`src/rtl/sha256_pkg.sv`:
```
// ============================================================================
// sha256_pkg : shared constants, state encoding and message-schedule sigmas
// Revision   : 1.0
// ============================================================================
`default_nettype none

package sha256_pkg;

  localparam logic [3:0] LOAD_A  = 4'd0;
  localparam logic [3:0] LOAD_B  = 4'd1;
  localparam logic [3:0] LOAD_C  = 4'd2;
  localparam logic [3:0] LOAD_D  = 4'd3;
  localparam logic [3:0] LOAD_E  = 4'd4;
  localparam logic [3:0] LOAD_F  = 4'd5;
  localparam logic [3:0] LOAD_G  = 4'd6;
  localparam logic [3:0] LOAD_H  = 4'd7;
  localparam logic [3:0] LOAD_FB = 4'd8;
  localparam logic [3:0] HOLD    = 4'd15;

  typedef enum logic [2:0] {
    ST_IDLE  = 3'd0,
    ST_LOAD  = 3'd1,
    ST_INIT  = 3'd2,
    ST_ROUND = 3'd3,
    ST_READ  = 3'd4,
    ST_OUT   = 3'd5
  } state_e;

  function automatic logic [31:0] iv_word(input logic [2:0] idx);
    logic [31:0] v;
    case (idx)
      3'd0:    v = 32'h6a09e667;
      3'd1:    v = 32'hbb67ae85;
      3'd2:    v = 32'h3c6ef372;
      3'd3:    v = 32'ha54ff53a;
      3'd4:    v = 32'h510e527f;
      3'd5:    v = 32'h9b05688c;
      3'd6:    v = 32'h1f83d9ab;
      default: v = 32'h5be0cd19;
    endcase
    return v;
  endfunction

  function automatic logic [31:0] sig0(input logic [31:0] x);
    return {x[6:0], x[31:7]} ^ {x[17:0], x[31:18]} ^ (x >> 3);
  endfunction

  function automatic logic [31:0] sig1(input logic [31:0] x);
    return {x[16:0], x[31:17]} ^ {x[18:0], x[31:19]} ^ (x >> 10);
  endfunction

endpackage

`default_nettype wire

```
`src/rtl/sha_msg_schedule.sv`:
```
// ============================================================================
// sha_msg_schedule : 16-word sliding window producing W_t for SHA-256
// Revision         : 1.0
// ============================================================================
`default_nettype none

module sha_msg_schedule
  import sha256_pkg::*;
(
  input  logic        clk,
  input  logic        rst,
  input  logic        load_i,
  input  logic [31:0] word_i,
  input  logic        adv_i,
  output logic [31:0] w_o
);

  logic [31:0] win_q [16];
  logic [31:0] win_d [16];
  logic [31:0] w_new;

  // Entry 0 always holds W_t; entry k holds W_{t+k}.
  assign w_o   = win_q[0];
  assign w_new = sig1(win_q[14]) + win_q[9] + sig0(win_q[1]) + win_q[0];

  always_comb begin
    for (int i = 0; i < 16; i++) win_d[i] = win_q[i];
    if (load_i || adv_i) begin
      for (int i = 0; i < 15; i++) win_d[i] = win_q[i+1];
      win_d[15] = load_i ? word_i : w_new;
    end
  end

  always_ff @(posedge clk) begin
    if (rst) begin
      for (int i = 0; i < 16; i++) win_q[i] <= '0;
    end else begin
      for (int i = 0; i < 16; i++) win_q[i] <= win_d[i];
    end
  end

endmodule

`default_nettype wire

```
`src/rtl/sha_round_sequencer.sv`:
```
// ============================================================================
// sha_round_sequencer : block intake, 64-round control and digest chaining
// Revision            : 1.0
// ============================================================================
`default_nettype none

module sha_round_sequencer
  import sha256_pkg::*;
(
  input  logic        clk,
  input  logic        rst,
  input  logic [31:0] msg_word,
  input  logic        msg_valid,
  input  logic        msg_new,
  output logic        msg_ready,
  output logic [31:0] dig_word,
  output logic [2:0]  dig_idx,
  output logic        dig_valid,
  input  logic        dig_ready,
  output logic        busy,
  output logic [31:0] dp_var,
  output logic [31:0] dp_w,
  output logic [5:0]  dp_k_num,
  output logic [3:0]  dp_in_addr,
  output logic [3:0]  dp_out_addr,
  output logic        dp_en_out,
  input  logic [31:0] dp_result
);

  state_e      state_q, state_d;
  logic [5:0]  cnt_q, cnt_d;
  logic        phase_q, phase_d;
  logic [31:0] h_q [8];
  logic [31:0] h_d [8];
  logic        sched_load;
  logic        sched_adv;
  logic [31:0] sched_w;

  sha_msg_schedule u_sched (
    .clk    (clk),
    .rst    (rst),
    .load_i (sched_load),
    .word_i (msg_word),
    .adv_i  (sched_adv),
    .w_o    (sched_w)
  );

  always_ff @(posedge clk) begin
    if (rst) begin
      state_q <= ST_IDLE;
      cnt_q   <= '0;
      phase_q <= 1'b0;
      for (int i = 0; i < 8; i++) h_q[i] <= iv_word(3'(i));
    end else begin
      state_q <= state_d;
      cnt_q   <= cnt_d;
      phase_q <= phase_d;
      for (int i = 0; i < 8; i++) h_q[i] <= h_d[i];
    end
  end

  always_comb begin
    state_d     = state_q;
    cnt_d       = cnt_q;
    phase_d     = phase_q;
    for (int i = 0; i < 8; i++) h_d[i] = h_q[i];
    msg_ready   = 1'b0;
    busy        = 1'b1;
    dig_valid   = 1'b0;
    dig_word    = '0;
    dig_idx     = '0;
    dp_var      = '0;
    dp_w        = '0;
    dp_k_num    = '0;
    dp_in_addr  = HOLD;
    dp_out_addr = '0;
    dp_en_out   = 1'b0;
    sched_load  = 1'b0;
    sched_adv   = 1'b0;

    case (state_q)
      ST_IDLE: begin
        busy      = 1'b0;
        msg_ready = 1'b1;
        if (msg_valid) begin
          sched_load = 1'b1;
          // A new message restarts chaining from the IV.
          if (msg_new) begin
            for (int i = 0; i < 8; i++) h_d[i] = iv_word(3'(i));
          end
          cnt_d   = 6'd1;
          state_d = ST_LOAD;
        end
      end

      ST_LOAD: begin
        msg_ready = 1'b1;
        if (msg_valid) begin
          sched_load = 1'b1;
          if (cnt_q == 6'd15) begin
            cnt_d   = '0;
            state_d = ST_INIT;
          end else begin
            cnt_d = cnt_q + 6'd1;
          end
        end
      end

      ST_INIT: begin
        dp_in_addr = cnt_q[3:0];
        dp_var     = h_q[cnt_q[2:0]];
        if (cnt_q == 6'd7) begin
          cnt_d   = '0;
          phase_d = 1'b0;
          state_d = ST_ROUND;
        end else begin
          cnt_d = cnt_q + 6'd1;
        end
      end

      ST_ROUND: begin
        dp_k_num = cnt_q;
        dp_w     = sched_w;
        if (!phase_q) begin
          dp_en_out = 1'b1;
          phase_d   = 1'b1;
        end else begin
          dp_in_addr = LOAD_FB;
          sched_adv  = 1'b1;
          phase_d    = 1'b0;
          if (cnt_q == 6'd63) begin
            cnt_d   = '0;
            state_d = ST_READ;
          end else begin
            cnt_d = cnt_q + 6'd1;
          end
        end
      end

      ST_READ: begin
        dp_out_addr        = {1'b0, cnt_q[2:0]};
        h_d[cnt_q[2:0]]    = h_q[cnt_q[2:0]] + dp_result;
        if (cnt_q == 6'd7) begin
          cnt_d   = '0;
          state_d = ST_OUT;
        end else begin
          cnt_d = cnt_q + 6'd1;
        end
      end

      ST_OUT: begin
        dig_valid = 1'b1;
        dig_word  = h_q[cnt_q[2:0]];
        dig_idx   = cnt_q[2:0];
        if (dig_ready) begin
          if (cnt_q == 6'd7) begin
            cnt_d   = '0;
            state_d = ST_IDLE;
          end else begin
            cnt_d = cnt_q + 6'd1;
          end
        end
      end

      default: begin
        state_d = ST_IDLE;
        cnt_d   = '0;
      end
    endcase
  end

endmodule

`default_nettype wire

```
`config.mk`:
```
export PLATFORM = sky130hd
export DESIGN_NAME = sha_round_sequencer
export DESIGN_NICKNAME = d
export VERILOG_FILES = /design/src/rtl/sha256_pkg.sv /design/src/rtl/sha_msg_schedule.sv /design/src/rtl/sha_round_sequencer.sv
export SDC_FILE = /design/constraint.sdc
export NUM_CORES = 2
export LEC_CHECK = 0
export ABC_AREA = 1
export CAP_MARGIN = 20
export CELL_PAD_IN_SITES_DETAIL_PLACEMENT = 1
export CELL_PAD_IN_SITES_GLOBAL_PLACEMENT = 1
export CORE_MARGIN = 3
export CORE_UTILIZATION = 47
export DETAILED_ROUTE_END_ITERATION = 7
export GPL_TIMING_DRIVEN = 0
export HOLD_SLACK_MARGIN = 0.12
export MAX_ROUTING_LAYER = met4
export PLACE_DENSITY = 0.88
export SYNTH_ARGS = -nofsm -noshare
export SYNTH_HDL_FRONTEND = slang
export SYNTH_SLANG_ARGS = --single-unit
export TNS_END_PERCENT = 100
```
`constraint.sdc`:
```
create_clock -name clk -period 7.8 [get_ports clk]
set_input_delay 1.17 -clock clk [delete_from_list [all_inputs] [get_ports clk]]
set_output_delay 1.17 -clock clk [all_outputs]
set_load 0.02 [all_outputs]
```
==> flow_summary.json <==
{
  "clockRootBuffer": "clkbuf_16",
  "drive_gt1_share_pct": 4.91,
  "cts_tree": "yes",
  "grt_pass1_wl_um": 254000,
  "max_cap_violations": 0,
  "cts_resized": 0,
  "rows": 103,
  "synth_warnings": 0,
  "peakVddDrop_mv": 0.320,
  "status": "finished clean",
  "worst-path-max-fanout": 10,
  "synth_fp_nets": 5758,
  "ant_nets": 0,
  "die_w_um": 291,
  "slew_viol_final": 0,
  "yosysTopAreaCellShare_pct": 40.9,
  "antenna_found_initial": 2,
  "grt_pass1_vias": 41118,
  "clk_pin_slew_worst_paths_ps": 60,
  "crit_path_end_kind": "register",
  "cts_max_path_buffers": 3,
  "drt-initial-drc-count": 2824,
  "p_per_area_nw_per_um2": 493,
  "hpwl_um": 132000,
  "synth-seq-cells": 781,
  "area_delta_synth_final_pct": 15.8,
  "grt_usage_pct": 40.4,
  "relSlewSlack_pct": 18.4,
  "post_drt_wl_per_cell_um": 24.6,
  "chipHeight_um": 291,
  "multiInputGateArea_um2": 19200,
  "io_buffers": 183,
  "async_reset_ff_share_pct": 0,
  "ios": 186,
  "fill_cells": 10539,
  "finalSetupViolCount": 0,
  "numCtsBuffers": 85,
  "fmax_ghz": 0.191,
  "rsz0062_at_grt": "false",
  "synthesis.area_um2": 38200,
  "drtPass1Iterations": 6,
  "synth_cell_type_count": 41,
  "synth_edf_count": 0,
  "power_mw": 21.8,
  "critical_path_class": "reg -> reg",
  "coreArea_um2": 79800,
  "skew_ps": 73.4,
  "tns_ps": 0,
  "post-route-min-period_ps": 5250,
  "hold_class": "reg -> reg",
  "crit_required_ps": 8380,
  "grt_max_degree": 16,
  "viasPerCell": 5.69,
  "tightest_slew_ps": 1220,
  "yosysTopAreaCell": "dfxtp_1",
  "seqCellArea_um2": 15600,
  "ys_seq_area_share_pct": 40.9,
  "grt-ovfl-total": 0,
  "cp_data_arrival_time_ps": 5830,
  "fin_nets": 6033,
  "clk_latency_ps": 700,
  "synthTopCellsByArea": "dfxtp_1, nor2_1, o21ai_0",
  "synthFlopType": "dfxtp_1",
  "drc": 0,
  "post_synth_inst_count": 5563,
  "yosysMostFrequentCell": "nor2_1",
  "post_cts_buffers": 0,
  "yosys-top-cells-count": "nor2_1, nand2_1, dfxtp_1",
  "htreeDepth": 3,
  "die_area_um2": 84800,
  "p_leak_nw": 19.2,
  "drt_wl_total_um": 171000,
  "gp_congestion": 1.02,
  "finalHoldViolCount": 0,
  "vias": 39557,
  "cts.sinks": 781,
  "fin_crit_sh_pct": 67.3,
  "avgSynthCellArea_um2": 6.87,
  "cp-start-kind": "register",
  "cts_hold_buf": 0,
  "start_util_pct": 47.9
}
kinds of logic after synthesis:
logic type / count (synthesis) / synth area share [%]
other: 1 / 0.00981
AOI/OAI and AO/OA: 1165 / 16.0
buffers and inverters: 866 / 8.94
and+or+nand+nor: 2480 / 25.5
adders and majority gates: 126 / 5.36
xor gates and xnor gates: 144 / 3.30
DFF: 781 / 40.9
report_power, final:
group / switching, mW / leakage, nW / internal, mW
combinational: 8.53 / 11.4 / 3.58
clock: 1.83 / 1.39 / 2.31
sequential: 0.812 / 6.41 / 4.78
critical path, cell delays in order (launching register included):
cell	delay [ps]
dfxtp_1	290
clkbuf_2	220
inv_2	180
clkbuf_1	510
clkbuf_1	630
o21ai_0	200
nand2_1	110
nand2_1	80
nand2_1	320
ha_1	300
nand2_1	190
nor2_1	170
inv_1	100
nor2_1	510
nand4_1	470
nand4_1	500
nand3_1	130
nand2_1	100
nand2_1	70
nand2_1	80
cell type report:
class | count | area share [%]
diodes | 1 | 0.00565
plain buffers | 330 | 3.17
clock buffers | 129 | 5.65
clock inverters | 27 | 0.808
inverters | 536 | 4.55
multi-input cells | 3916 | 43.3
flip-flops and latches | 781 | 35.3
well taps | 1050 | 2.97
repair buffers | 188 | 4.24
flip-flops by register name, indices dropped and copies added, names as in the netlist, named ones only:
signal         cells
cnt_q              6
phase_q            1
state_q            3
h_q              256
u_sched.win_q    512
cells in the final DEF, fill, tap and decap left out, types with 21 or more instances in the layout:
cell	instances
dfxtp_1	781
nor2_1	1224
buf_2	105
nand2_1	953
nand3_1	247
ha_1	63
clkdlybuf4s50_1	183
xor2_1	58
clkbuf_1	220
inv_1	518
o21ai_0	721
clkbuf_8	21
fa_1	63
o22ai_1	65
a21oi_1	307
o32ai_1	23
clkbuf_16	85
xnor2_1	86
per-layer routing:
metal | routed length (um) | vias to the layer above | global-route usage (%)
met5 | 0 | - | -
met4 | 16700 | 0 | 32.1
met3 | 8650 | 613 | 4.88
met2 | 82700 | 1486 | 68.2
met1 | 63100 | 19216 | 42.7
li1 | - | 18242 | -
path summary, 6_finish.rpt:
check	start	end	slack (ps)	depth (start not counted)
min	u_sched.win_q[1][50]	u_sched.win_q[1][18]	440	2
max	register	h_q[5][18]	2550	19
min reg2reg	u_sched.win_q[1][50]	u_sched.win_q[1][18]	440	2
max reg2reg	register	h_q[5][18]	2550	19
stage by stage:
| stage | cell area (um2) | instances | util, % | worst slack, ps | hold WS, ps |
|---|---|---|---|---|---|
| 6_report | 44300 | 6958 | 55.5 | 2550 | 436 |
| 5_1_grt | 44300 | 6957 | 55.5 | 2420 | 480 |
| 3_3_place_gp | 41400 | 6796 | 51.9 | 2770 | 445 |
| 3_5_place_dp | 41400 | 6799 | 51.9 | 2680 | 453 |
| 4_1_cts | 44300 | 6955 | 55.5 | 2630 | 441 |
| 2_1_floorplan | 38200 | 5563 | - | 4430 | 435 |
No activity file was read; power rests on OpenSTA's default activity.
